===== src/rtl/legv8_enc_pkg.sv =====
// Shared LEGv8 encoding constants: format codes, field placement and
// immediate range-check helpers. The decoder extracts from these positions.
package legv8_enc_pkg;

  typedef enum logic [1:0] {
    FMT_R  = 2'd0,
    FMT_D  = 2'd1,
    FMT_B  = 2'd2,
    FMT_CB = 2'd3
  } fmt_e;

  // Opcode placement per format
  localparam int OPC_RD_LSB = 21;
  localparam int OPC_RD_W   = 11;
  localparam int OPC_B_LSB  = 26;
  localparam int OPC_B_W    = 6;
  localparam int OPC_CB_LSB = 24;
  localparam int OPC_CB_W   = 8;

  // Immediate placement per format
  localparam int IMM26_LSB = 0;
  localparam int IMM26_W   = 26;
  localparam int IMM19_LSB = 5;
  localparam int IMM19_W   = 19;
  localparam int IMM9_LSB  = 12;
  localparam int IMM9_W    = 9;
  localparam int SHAMT_LSB = 10;
  localparam int SHAMT_W   = 6;

  // Register field placement
  localparam int RM_LSB = 16;
  localparam int RN_LSB = 5;
  localparam int RT_LSB = 0;
  localparam int REG_W  = 5;

  // True when v is representable as a w-bit two's complement value,
  // i.e. bits [63:w-1] are all copies of the sign bit.
  function automatic logic fits_signed(input logic [63:0] v, input int unsigned w);
    logic [63:0] upper;
    upper = 64'($signed(v) >>> (w - 1));
    return (upper == '0) || (upper == '1);
  endfunction

  // True when v is representable as a w-bit unsigned value.
  function automatic logic fits_unsigned(input logic [63:0] v, input int unsigned w);
    return (v >> w) == '0;
  endfunction

endpackage


===== src/rtl/enc_fifo2.sv =====
// Two-entry FIFO; the head entry is a register so the read side is
// glitch-free and stable while the consumer stalls.
module enc_fifo2 #(
  parameter int WIDTH = 42
) (
  input  logic             clk,
  input  logic             rst_n,
  input  logic             push,
  input  logic [WIDTH-1:0] wr_data,
  input  logic             pop,
  output logic [WIDTH-1:0] rd_data,
  output logic [1:0]       count
);

  logic             wr_ptr_reg;
  logic             rd_ptr_reg;
  logic [1:0]       count_reg;
  logic [WIDTH-1:0] entry_q [2];
  logic             do_push;
  logic             do_pop;

  // Guard against overflow/underflow so the pointers can never desync
  assign do_push = push && (count_reg != 2'd2);
  assign do_pop  = pop && (count_reg != 2'd0);

  genvar gi;
  generate
    for (gi = 0; gi < 2; gi++) begin : g_entry
      logic [WIDTH-1:0] entry_reg;

      // Storage slot gi: captures wr_data when the write pointer selects it
      always_ff @(posedge clk or negedge rst_n) begin
        if (!rst_n) begin
          entry_reg <= '0;
        end else if (do_push && (wr_ptr_reg == 1'(gi))) begin
          entry_reg <= wr_data;
        end
      end

      assign entry_q[gi] = entry_reg;
    end
  endgenerate

  // Pointer and occupancy bookkeeping; simultaneous push+pop keeps count
  always_ff @(posedge clk or negedge rst_n) begin
    if (!rst_n) begin
      wr_ptr_reg <= 1'b0;
      rd_ptr_reg <= 1'b0;
      count_reg  <= 2'd0;
    end else begin
      if (do_push) wr_ptr_reg <= ~wr_ptr_reg;
      if (do_pop)  rd_ptr_reg <= ~rd_ptr_reg;
      case ({do_push, do_pop})
        2'b10:   count_reg <= count_reg + 2'd1;
        2'b01:   count_reg <= count_reg - 2'd1;
        default: count_reg <= count_reg;
      endcase
    end
  end

  assign rd_data = entry_q[rd_ptr_reg];
  assign count   = count_reg;

endmodule


===== src/rtl/legv8_instr_encoder.sv =====
// LEGv8 instruction encoder: packs format/opcode/immediate/register fields
// into 32-bit words, range-checks the immediate, and streams the words with
// sequential addresses into a 2-entry output FIFO.
module legv8_instr_encoder
  import legv8_enc_pkg::*;
#(
  parameter int ADDR_W = 10
) (
  input  logic              clk,
  input  logic              rst_n,
  input  logic              in_valid,
  output logic              in_ready,
  input  logic [1:0]        in_fmt,
  input  logic [10:0]       in_opcode,
  input  logic [63:0]       in_imm,
  input  logic [4:0]        in_rm,
  input  logic [4:0]        in_rn,
  input  logic [4:0]        in_rt,
  input  logic              addr_load,
  input  logic [ADDR_W-1:0] addr_value,
  output logic              out_valid,
  input  logic              out_ready,
  output logic [31:0]       out_word,
  output logic [ADDR_W-1:0] out_addr,
  output logic              err,
  output logic              err_sticky,
  input  logic              err_clr
);

  localparam int ENTRY_W = 32 + ADDR_W;

  fmt_e               fmt;
  logic [31:0]        word_next;
  logic               in_range;
  logic               accept;
  logic               push;
  logic               reject;
  logic               pop;
  logic [1:0]         fifo_count;
  logic [ENTRY_W-1:0] head_data;
  logic [ADDR_W-1:0]  addr_reg;
  logic               err_reg;
  logic               err_sticky_reg;

  assign fmt = fmt_e'(in_fmt);

  // Field packing and immediate range check for the presented command
  always_comb begin
    word_next = '0;
    in_range  = 1'b0;
    case (fmt)
      FMT_B: begin
        word_next[OPC_B_LSB +: OPC_B_W] = in_opcode[OPC_B_W-1:0];
        word_next[IMM26_LSB +: IMM26_W] = in_imm[IMM26_W-1:0];
        in_range = fits_signed(in_imm, IMM26_W);
      end
      FMT_CB: begin
        word_next[OPC_CB_LSB +: OPC_CB_W] = in_opcode[OPC_CB_W-1:0];
        word_next[IMM19_LSB +: IMM19_W]   = in_imm[IMM19_W-1:0];
        word_next[RT_LSB +: REG_W]        = in_rt;
        in_range = fits_signed(in_imm, IMM19_W);
      end
      FMT_D: begin
        word_next[OPC_RD_LSB +: OPC_RD_W] = in_opcode;
        word_next[IMM9_LSB +: IMM9_W]     = in_imm[IMM9_W-1:0];
        word_next[RN_LSB +: REG_W]        = in_rn;
        word_next[RT_LSB +: REG_W]        = in_rt;
        in_range = fits_signed(in_imm, IMM9_W);
      end
      default: begin
        word_next[OPC_RD_LSB +: OPC_RD_W] = in_opcode;
        word_next[RM_LSB +: REG_W]        = in_rm;
        word_next[SHAMT_LSB +: SHAMT_W]   = in_imm[SHAMT_W-1:0];
        word_next[RN_LSB +: REG_W]        = in_rn;
        word_next[RT_LSB +: REG_W]        = in_rt;
        in_range = fits_unsigned(in_imm, SHAMT_W);
      end
    endcase
  end

  // Ready only depends on current occupancy: no pass-through when full
  assign in_ready = (fifo_count != 2'd2);
  assign accept   = in_valid && in_ready;
  assign push     = accept && in_range;
  assign reject   = accept && !in_range;
  assign pop      = out_valid && out_ready;

  enc_fifo2 #(
    .WIDTH(ENTRY_W)
  ) u_fifo (
    .clk     (clk),
    .rst_n   (rst_n),
    .push    (push),
    .wr_data ({word_next, addr_reg}),
    .pop     (pop),
    .rd_data (head_data),
    .count   (fifo_count)
  );

  assign out_valid = (fifo_count != 2'd0);
  assign out_word  = head_data[ENTRY_W-1:ADDR_W];
  assign out_addr  = head_data[ADDR_W-1:0];

  // Word address counter: an explicit load overrides the post-push increment
  always_ff @(posedge clk or negedge rst_n) begin
    if (!rst_n) begin
      addr_reg <= '0;
    end else if (addr_load) begin
      addr_reg <= addr_value;
    end else if (push) begin
      addr_reg <= addr_reg + ADDR_W'(1);
    end
  end

  // Error pulse and sticky flag; a new rejection beats a same-cycle clear
  always_ff @(posedge clk or negedge rst_n) begin
    if (!rst_n) begin
      err_reg        <= 1'b0;
      err_sticky_reg <= 1'b0;
    end else begin
      err_reg <= reject;
      if (reject) begin
        err_sticky_reg <= 1'b1;
      end else if (err_clr) begin
        err_sticky_reg <= 1'b0;
      end
    end
  end

  assign err        = err_reg;
  assign err_sticky = err_sticky_reg;

endmodule

===== config.mk =====
export PLATFORM = sky130hd
export DESIGN_NAME = legv8_instr_encoder
export DESIGN_NICKNAME = d
export VERILOG_FILES = /design/src/rtl/legv8_enc_pkg.sv /design/src/rtl/enc_fifo2.sv /design/src/rtl/legv8_instr_encoder.sv
export SDC_FILE = /design/constraint.sdc
export NUM_CORES = 1
export LEC_CHECK = 0
export ABC_AREA = 0
export CORE_MARGIN = 8
export CORE_UTILIZATION = 48
export CTS_CLUSTER_SIZE = 25
export DETAILED_ROUTE_END_ITERATION = 6
export PLACE_DENSITY = 0.78
export SLEW_MARGIN = 0
export SYNTH_ARGS = -nofsm -noshare
export SYNTH_HDL_FRONTEND = slang
export SYNTH_SLANG_ARGS = --single-unit

===== constraint.sdc =====
create_clock -name clk -period 2.6 [get_ports clk]
set_input_delay 0.65 -clock clk [delete_from_list [all_inputs] [get_ports clk]]
set_output_delay 0.65 -clock clk [all_outputs]
set_load 0.03 [all_outputs]

==> impl_metrics.yaml, run 1 <==
global_route:
  groute.usage.overall_pct: 21.23
  grt_pass1_wl_um: 24940
  grt_overflow_total: 0
  grt_max_degree: 41
  antenna_found_initial: 0
  grt_pass1_vias: 4734
run_status:
  status: "finished, final reports clean"
synth:
  yosysMostFrequentCell: "mux2_2"
  synth_flop_cell: "dfrtp_1"
  ys_seq_elements: 100
  seq_area_frac_synth_pct: 46.54
  synth_top_area_share_pct: 46.54
  syn_avg_cell_area_um2: 12.05
  syn_area_um2: 5376
  synth.area.top_cells: "dfrtp_1, mux2_2, mux4_2"
  async_flop_share_pct: 100.0
  syn_inst: 446
  synth_common_cells: "mux2_2, dfrtp_1, nor2_1"
  synth_area_leader_cell: "dfrtp_1"
  synth_edf_count: 0
  syn-num-nets: 556
  yosysWarnings: 0
  synth_cell_types: 32
die:
  chipHeight_um: 121.8
  die_w_um: 121.8
  initial_core_util_pct: 49.38
  core_area_um2: 10890
  die_area_um2: 14840
  row_count: 38
  io_pins: 154
worst_setup_path:
  max_stage_delay_ps: 340
  slowest_stage: "mux2_2"
  cp_data_arrival_time_ps: 2790
  cpMostUsedCell: "o31a_1"
  start_kind: "input port"
  cp_max_fo: 7
  path_class: "in2reg"
  path_buf_inv: 4
  cp_cell_sequence: "dlygate4sd2_1, nand3_1, o31a_1, o31a_1, a2bb2oi_4, nor4_4, buf_4, buf_6, buf_8, mux2_2"
  cp_data_required_time_ps: 2870
  critPathCaptureType: "flop"
  path_delay_family: "compound AO/OA/AOI/OAI gates"
hold_path:
  hp-class: "in2async"
drt:
  viasPerCell: 5.820
  routed.top_layer: "met4"
  vias: 4505
  wl_met3_um: 1395
  final_antenna_net_count: 0
  dr_wl_met2_um: 7453
  wl_per_cell_um: 20.38
  wl_um: 15770
  wl_met1_um: 6613
  drtIter0Drc: 342
  drc: 0
  dr.pass1.iters: 4
sta:
  finalMaxSlewViolations: 0
  timing.hold.ws_ps: 233.3
  hold_violations: 0
  fmax_mhz: 396.7
  maxSlewHeadroom_pct: 63.87
  worst_pin_slew_ps: 541.3
  fin_crit_ps: 2521
  tns_ps: 0
  min_period_over_period_pct: 96.96
  clock-skew-final_ps: 11.97
  timing.final.ws_setup_ps: 79.07
  setup_viol: 0
clock_tree:
  htreeDepth: 3
  clk_pin_slew_ps: 110
  clkSinkCount: 100
  tritoncts: "yes"
  cts-root-buf: "clkbuf_8"
  clk_path_buf_depth: 2
  insertion_delay_ps: 370
  numCtsBuffers: 9
placement:
  numPortBuffers: 153
  placed_cell_area_um2: 7228
  preCtsSetupSlack_ps: -522.4
  placed_cells_incl_taps: 747
  dp_hpwl_um: 11370
  gp_congestion: 0.9032
layout:
  drive_gt1_share_pct: 38.49
  layout.cells.non_filler: 774
  diodes: 0
  layout.nets: 739
  largest_reg_flops: 84
  area_growth_pct: 42.10
  postLayoutCellArea_um2: 7640
power:
  peakVddDrop_v: 0.0002692
  p_per_area_nw_per_um2: 393.2
  power.leakage_nw: 3.759
job:
  max_cap_violations: 0
[through the flow]
stage | util [%] | total power, mW
detailed placement | 66.39 | 2.064
global placement | 66.39 | 2.054
global route | 70.17 | 3.119
finish | 70.17 | 3.004
floorplan | - | 1.763
CTS | 69.43 | 3.022
[worst register-to-register path: stages, from the launching register on]
cell      delay (ps)
dfrtp_1          410
nand2b_1         180
nand2_1          170
nor4_4           300
buf_4            210
buf_6            110
buf_8            130
mux2_2           340
[layout by cell type, fill, tap and decap left out, types with 5 or more instances in the layout]
cell and instances:
nand3_1 7, dlymetal6s2s_1 9, a21oi_1 17, a31oi_1 11
dfrtp_1 99, nor2_1 32, nand4_1 20, mux4_2 9
buf_4 54, dlygate4sd2_1 62, nand2_1 7, buf_12 5
clkbuf_8 11, mux2_4 8, nor4_2 11, mux2i_1 18
mux2_2 121, o21ai_0 13, clkdlybuf4s50_1 59, or3_1 9
[layer usage]
metal | global-route usage [%] | up-vias
li1 | - | 2046
met1 | 27.38 | 2244
met2 | 33.93 | 188
met3 | 5.137 | 27
met4 | 8.019 | 0
met5 | 0 | -
[layout make-up]
type | instances | area, µm²
repair buffers | 199 | 1863
clock buffers | 11 | 151.4
multi-input cells | 316 | 2893
fillers | 835 | 3248
clock inverters | 5 | 42.54
flip-flops and latches | 100 | 2504
well taps | 140 | 175.2
inverters | 3 | 11.26
[timing repair]
| item | in CTS | in global routing |
|---|---|---|
| pin swaps | 21 | 12 |
| resized for setup | 90 | 25 |
| hold buffers | 0 | 0 |
| cloned | 3 | 0 |
| setup buffers | 6 | 2 |
| setup endpoints to repair | 108 | 70 |
[cell families (layout without fill, tap and decap cells)]
group / Yosys count / after routing / synth area share, %
fa+ha+maj: 2 / 2 / 0.4654
compound gates: 48 / 48 / 5.097
simple gates: 103 / 103 / 10.15
mux: 158 / 158 / 34.56
xor+xnor: 5 / 5 / 0.8147
buf+inv: 30 / 218 / 2.374
flops: 100 / 100 / 46.54
[power breakdown]
group          switching [mW]  leakage [nW]  internal (mW)  total, mW
Sequential             0.0214          1.36           1.57       1.59
Clock                   0.563        0.0969          0.413      0.976
Combinational           0.211          2.30          0.225      0.437
Total                   0.796          3.76           2.21       3.00
[final timing paths]
check	from	to	slack, ps	cells past startpoint
max reg2reg	u_fifo.count[0]	u_fifo.g_entry[0].entry_reg[16]	660	7
min	rst_n	u_fifo.g_entry[0].entry_reg[34]	230	1
max	in_imm[14]	u_fifo.g_entry[0].entry_reg[16]	80	10
max in group asynchronous	rst_n	u_fifo.g_entry[1].entry_reg[6]	1750	2
min in group clk	u_fifo.g_entry[0].entry_reg[5]	u_fifo.g_entry[0].entry_reg[5]	500	1
min reg2reg	u_fifo.g_entry[0].entry_reg[5]	u_fifo.g_entry[0].entry_reg[5]	500	1
(Power assumes the default switching activity.)
==> inputs of run 2 (changes only) <==
- CORE_MARGIN: 8 -> 2
==> run 2 against run 1 <==
Effect of this change:
- combinational power about the same
- critical path depth unchanged
- maximum frequency down 2.0%
- sequential power about the same
- clock skew up 3.4 ps
- total power up 0.51%
- die area down 19%
- clock-buffer cell count down 1
- sequential share of layout area up 0.12 points
- highest routed layer unchanged
==> impl_metrics.yaml, run 2 (same netlist as run 1, synthesis figures left out) <==
power:
  peakVddDrop_v: 0.0003072
  power.leakage_nw: 3.807
  p_per_area_nw_per_um2: 396.6
layout:
  layout.cells.non_filler: 767
  final_cell_mix: "mux2_2, dfrtp_1, dlygate4sd2_1"
  final_common_cell: "mux2_2"
  layout.nets: 732
  area_growth_pct: 41.59
  final_core_util_pct: 69.92
  diodes: 0
  drive_gt1_share_pct: 35.73
  largest_reg_flops: 84
sta:
  setup_viol: 0
  maxSlewHeadroom_pct: 63.00
  tns_ps: 0
  clock-skew-final_ps: 15.38
  finalMaxSlewViolations: 0
  worst_pin_slew_ps: 554.5
  hold_violations: 0
  min_period_over_period_pct: 98.97
  fmax_mhz: 388.6
  timing.hold.ws_ps: 138.4
  fin_crit_ps: 2573
clock_tree:
  clk_pin_slew_ps: 100
  numCtsBuffers: 9
  htreeDepth: 3
  cts-root-buf: "clkbuf_8"
  clkSinkCount: 100
  clk_path_buf_depth: 2
  insertion_delay_ps: 360
  tritoncts: "yes"
die:
  die_area_um2: 12060
  core_area_um2: 10890
  io_pins: 154
  row_count: 38
  initial_core_util_pct: 49.38
  chipHeight_um: 109.8
  die_w_um: 109.8
worst_setup_path:
  cp_max_fo: 8
  r2r-end: "u_fifo.g_entry[0].entry_reg[30]"
  path_class: "in2reg"
  ff2ff_path_depth: 6
  r2r-start: "u_fifo.count[0]"
  ff2ff_setup_slack_ps: 670
  cp_data_arrival_time_ps: 2810
  critPathCaptureType: "flop"
  start_kind: "input port"
  cp_data_required_time_ps: 2840
placement:
  placed_cells_incl_taps: 746
  gp_congestion: 0.8326
  dp_hpwl_um: 10550
  numPortBuffers: 153
run_status:
  status: "finished, final reports clean"
global_route:
  grt_max_degree: 58
  antenna_found_initial: 0
  grt_pass1_vias: 4524
  grt_overflow_total: 0
  grt_pass1_wl_um: 22470
  groute.usage.overall_pct: 24.33
hold_path:
  hp-class: "in2async"
drt:
  drtIter0Drc: 289
  vias: 4412
  dr.pass1.iters: 4
  wl_um: 14630
  drc: 0
  viasPerCell: 5.752
  final_antenna_net_count: 0
  wl_per_cell_um: 19.07
job:
  max_cap_violations: 0
[run 2: cell types whose count changed in the layout (fill, tap and decap cells not counted), sizes merged]
cell / previous run / this run
clkdlybuf4s50: 59 / 58
inv: 6 / 5
clkbuf: 15 / 10
clkdlybuf4s15: 0 / 3
buf: 65 / 51
dlymetal6s2s: 9 / 17
clkinv: 1 / 0
clkinvlp: 1 / 3
bufinv: 0 / 1
bufbuf: 0 / 1
[run 2: cell type report]
class                   count  area [µm²]
fillers                   804        3276
multi-input cells         316        2879
flip-flops and latches    100        2504
well taps                 140       175.2
inverters                   3       11.26
clock inverters             6       70.07
repair buffers            192        1846
clock buffers              10       127.6
[run 2: critical path: stages]
cell and delay (ps):
clkdlybuf4s50_1 450, nor4_2 270, nand2_1 90, nor3_2 180
buf_4 170, a2bb2oi_4 60, nor4_4 240, buf_4 220
buf_12 140, mux2_2 330
[run 2: routing by layer]
layer,track usage [%],vias to the layer above,wire (µm)
met3,3.201,21,926
met4,7.052,0,239
met1,32.72,2198,6403
met2,41.15,154,7056
li1,-,2039,-
met5,0,-,0
[run 2: how the worst max path moves through the flow]
stage          startpoint                               to  slack (ps)  cells past startpoint
6_report       in_imm[39]  u_fifo.g_entry[0].entry_reg[30]          30                     10
5_1_grt        in_imm[39]  u_fifo.g_entry[0].entry_reg[30]         -50                     10
4_1_cts        in_imm[48]  u_fifo.g_entry[0].entry_reg[30]         -10                     10
3_5_place_dp   in_imm[25]                  u_fifo.count[1]        -500                     11
3_3_place_gp   in_imm[25]  u_fifo.g_entry[0].entry_reg[14]        -430                      9
2_1_floorplan   in_imm[8]  u_fifo.g_entry[0].entry_reg[10]          60                      8
[run 2: stage by stage]
stage                     cell area [µm²]  power, mW  setup slack [ps]
after floorplan                      5376      1.763             59.59
after global placement               7223      2.049            -427.1
after detailed placement             7223      2.062            -501.4
after CTS                            7502      3.036            -10.14
after global routing                 7612      3.147            -49.06
final                                7612      3.019             26.75
[run 2: power by group]
group	switching (mW)	internal (mW)	total (mW)
Combinational	0.208	0.227	0.434
Sequential	0.0221	1.57	1.59
Clock	0.540	0.453	0.993
Total	0.770	2.25	3.02
[run 2: timing repair]
item                                    in CTS  in global routing
endpoints found under the setup margin     105                 84
cloned                                       3                  0
pin swaps                                    2                  4
hold buffers                                 0                  0
resized for setup                           79                 30
hold endpoints to repair                     0                  0
buffers inserted                             2                  0
==> inputs of run 3 (changes only) <==
- ABC_AREA: 0 -> 1
- CORE_UTILIZATION: 48 -> 50
- PLACE_DENSITY: 0.78 -> 0.79
==> run 3 against run 2 <==
Effect of this change:
- core utilization up 2.2 points
- maximum frequency is 3.1% higher
- register-to-register slack gained 220 ps
- critical path type unchanged
- highest routed layer is now met5
- the run now ends with DRC left
==> impl_metrics.yaml, run 3 <==
run_status:
  status: "finished, violations left"
  violations: "DRC"
worst_setup_path:
  critPathCaptureType: "flop"
  worst-path-stages: 13
  cp_cell_sequence: "clkdlybuf4s50_1, nor2_2, nand2_1, nor2_1, nand2_1, nor3_1, nand4_1, nand2_2, nand3_4, ha_1, a21oi_1, o21ai_0, xor2_1"
  slowest_stage: "clkdlybuf4s50_1"
  cp_max_fo: 2
  path_buf_inv: 1
  setup.worst_path.start: "in_imm[47]"
  cp_data_required_time_ps: 2820
  r2r-end: "u_fifo.count[1]"
  ff2ff_path_depth: 9
  path_delay_family: "simple AND/OR/NAND/NOR gates"
  r2r-start: "u_fifo.count[0]"
  start_kind: "input port"
  ff2ff_setup_slack_ps: 890
  path_class: "in2reg"
  critPathCapture: "u_fifo.count[1]"
  max_stage_delay_ps: 430
  cpMostUsedCell: "nand2_1"
  cp_data_arrival_time_ps: 2710
synth:
  yosysMostFrequentCell: "nand2_1"
  syn_area_um2: 5964
  synth.area.top_cells: "dfrtp_1, nand2_1, nor2_1"
  synth_cell_types: 30
  syn-num-nets: 1042
  synth_common_cells: "nand2_1, dfrtp_1, nor2_1"
  synth_edf_count: 0
  yosysWarnings: 0
  ys_seq_elements: 100
  syn_inst: 932
  synth_flop_cell: "dfrtp_1"
  async_flop_share_pct: 100.0
  synth_area_leader_cell: "dfrtp_1"
  syn_avg_cell_area_um2: 6.400
  synth_top_area_share_pct: 41.96
  seq_area_frac_synth_pct: 41.96
placement:
  dp_hpwl_um: 12800
  gp_congestion: 0.9497
  numPortBuffers: 153
  placed_cells_incl_taps: 1241
global_route:
  antenna_found_initial: 1
  grt_pass1_wl_um: 28370
  grt_pass1_vias: 5983
  groute.usage.overall_pct: 27.51
  grt_overflow_total: 0
  grt_max_degree: 44
drt:
  dr.pass1.iters: 7
  drc: 8
  wl_um: 17260
  drtIter0Drc: 545
  viasPerCell: 5.120
  wl_per_cell_um: 13.73
  final_antenna_net_count: 0
  vias: 6436
sta:
  min_period_over_period_pct: 95.96
  timing.hold.ws_ps: 303.0
  maxSlewHeadroom_pct: 62.58
  setup_viol: 0
  fin_crit_ps: 2495
  tns_ps: 0
  rsz0062_at_grt: "yes"
  finalMaxSlewViolations: 0
  hold_violations: 0
  clock-skew-final_ps: 8.448
  worst_pin_slew_ps: 561.2
  fmax_mhz: 400.8
die:
  io_pins: 154
  die_w_um: 113.2
  die_area_um2: 12820
  core_area_um2: 11520
  row_count: 39
  chipHeight_um: 113.2
  initial_core_util_pct: 51.79
layout:
  final_common_cell: "nand2_1"
  area_growth_pct: 39.19
  drive_gt1_share_pct: 8.797
  layout.cells.non_filler: 1257
  largest_reg_flops: 84
  diodes: 0
  final_cell_mix: "nand2_1, clkdlybuf4s50_1, dfrtp_1"
  nFillCells: 983
  layout.nets: 1219
power:
  p_total_mw: 7.836
  combPwrFrac_pct: 48.1
  peakVddDrop_v: 0.0007809
  clkPwrFrac_pct: 17.8
  seq_power_share_pct: 34.1
  sw_frac_of_total_pct: 42.78
  internal-power_mw: 4.484
  power.leakage_nw: 4.704
  p_per_area_nw_per_um2: 943.9
  switching_power_mw: 3.353
clock_tree:
  cts_hold_buf: 0
  insertion_delay_ps: 340
  numCtsBuffers: 9
  clk_pin_slew_ps: 70
  clk_path_buf_depth: 2
  clkSinkCount: 100
  htreeDepth: 3
  cts-root-buf: "clkbuf_16"
  tritoncts: "yes"
job:
  max_cap_violations: 0
hold_path:
  hp-class: "in2async"
run 3: power groups by stage:
stage | Combinational (mW) | Clock [mW] | Sequential (mW)
3_5_place_dp | 3.87 | 0 | 2.68
3_3_place_gp | 3.82 | 0 | 2.65
6_report | 3.77 | 1.39 | 2.67
2_1_floorplan | 2.33 | 0 | 2.58
5_1_grt | 4.11 | 1.47 | 2.75
4_1_cts | 3.85 | 1.40 | 2.66
run 3: worst min-delay path by stage:
stage / startpoint / endpoint / cells past startpoint
after CTS: rst_n / u_fifo.g_entry[1].entry_reg[33] / 1
after global placement: u_fifo.g_entry[0].entry_reg[0] / u_fifo.g_entry[0].entry_reg[0] / 2
after detailed placement: u_fifo.g_entry[1].entry_reg[21] / u_fifo.g_entry[1].entry_reg[21] / 2
final: rst_n / u_fifo.g_entry[1].entry_reg[26] / 1
after global routing: rst_n / u_fifo.g_entry[1].entry_reg[20] / 1
after floorplan: rst_n / addr_reg[0] / 0
run 3: cell families (layout without fill, tap and decap cells):
kind of cell | Yosys count | in the layout | synth area share [%]
XOR/XNOR | 3 | 3 | 0.4406
adder cells (fa/ha/maj) | 2 | 2 | 0.4195
AND/OR/NAND/NOR | 713 | 713 | 47.20
AO/OA/AOI/OAI | 32 | 32 | 3.713
buffers and inverters | 82 | 264 | 6.272
flip-flops | 100 | 100 | 41.96
run 3: cell type report:
cell class	count	area, µm²	share of cell area (%)
Multi-Input combinational cell	750	3118	37.56
Sequential cell	100	2502	30.14
Timing Repair Buffer	204	2026	24.40
Clock buffer	11	242.7	2.924
Tap cell	143	178.9	2.155
Inverter	44	165.2	1.989
Clock inverter	5	68.82	0.8289
run 3: what timing repair did:
action,in CTS,in global routing
gates resized for setup,7,39
setup buffers,0,0
endpoints found under the setup margin,7,101
cloned,0,0
pin swaps,0,1
run 3: per-stage QoR:
step | setup WS [ps] | util (%) | instance area, µm²
5_1_grt | -77.23 | 72.09 | 8302
3_5_place_dp | -246.6 | 68.59 | 7899
3_3_place_gp | -169.8 | 68.59 | 7899
6_report | 105.0 | 72.09 | 8302
4_1_cts | 7.756 | 71.22 | 8202
2_1_floorplan | 77.35 | - | 5964
run 3: metal layers:
layer | share of wire (%) | track usage (%)
met5 | 0.075 | 0
met4 | 2.1 | 8.699
met3 | 7.5 | 5.196
met2 | 48 | 45.11
met1 | 42 | 37.13
run 3: worst register-to-register path, delay by kind of cell, from the launching register on:
family,cells,cell delay [ps]
flip-flops,1,410
adder cells (fa/ha/maj),1,300
buffers and inverters,2,260
AND/OR/NAND/NOR,3,260
AO/OA/AOI/OAI,2,220
XOR/XNOR,1,150
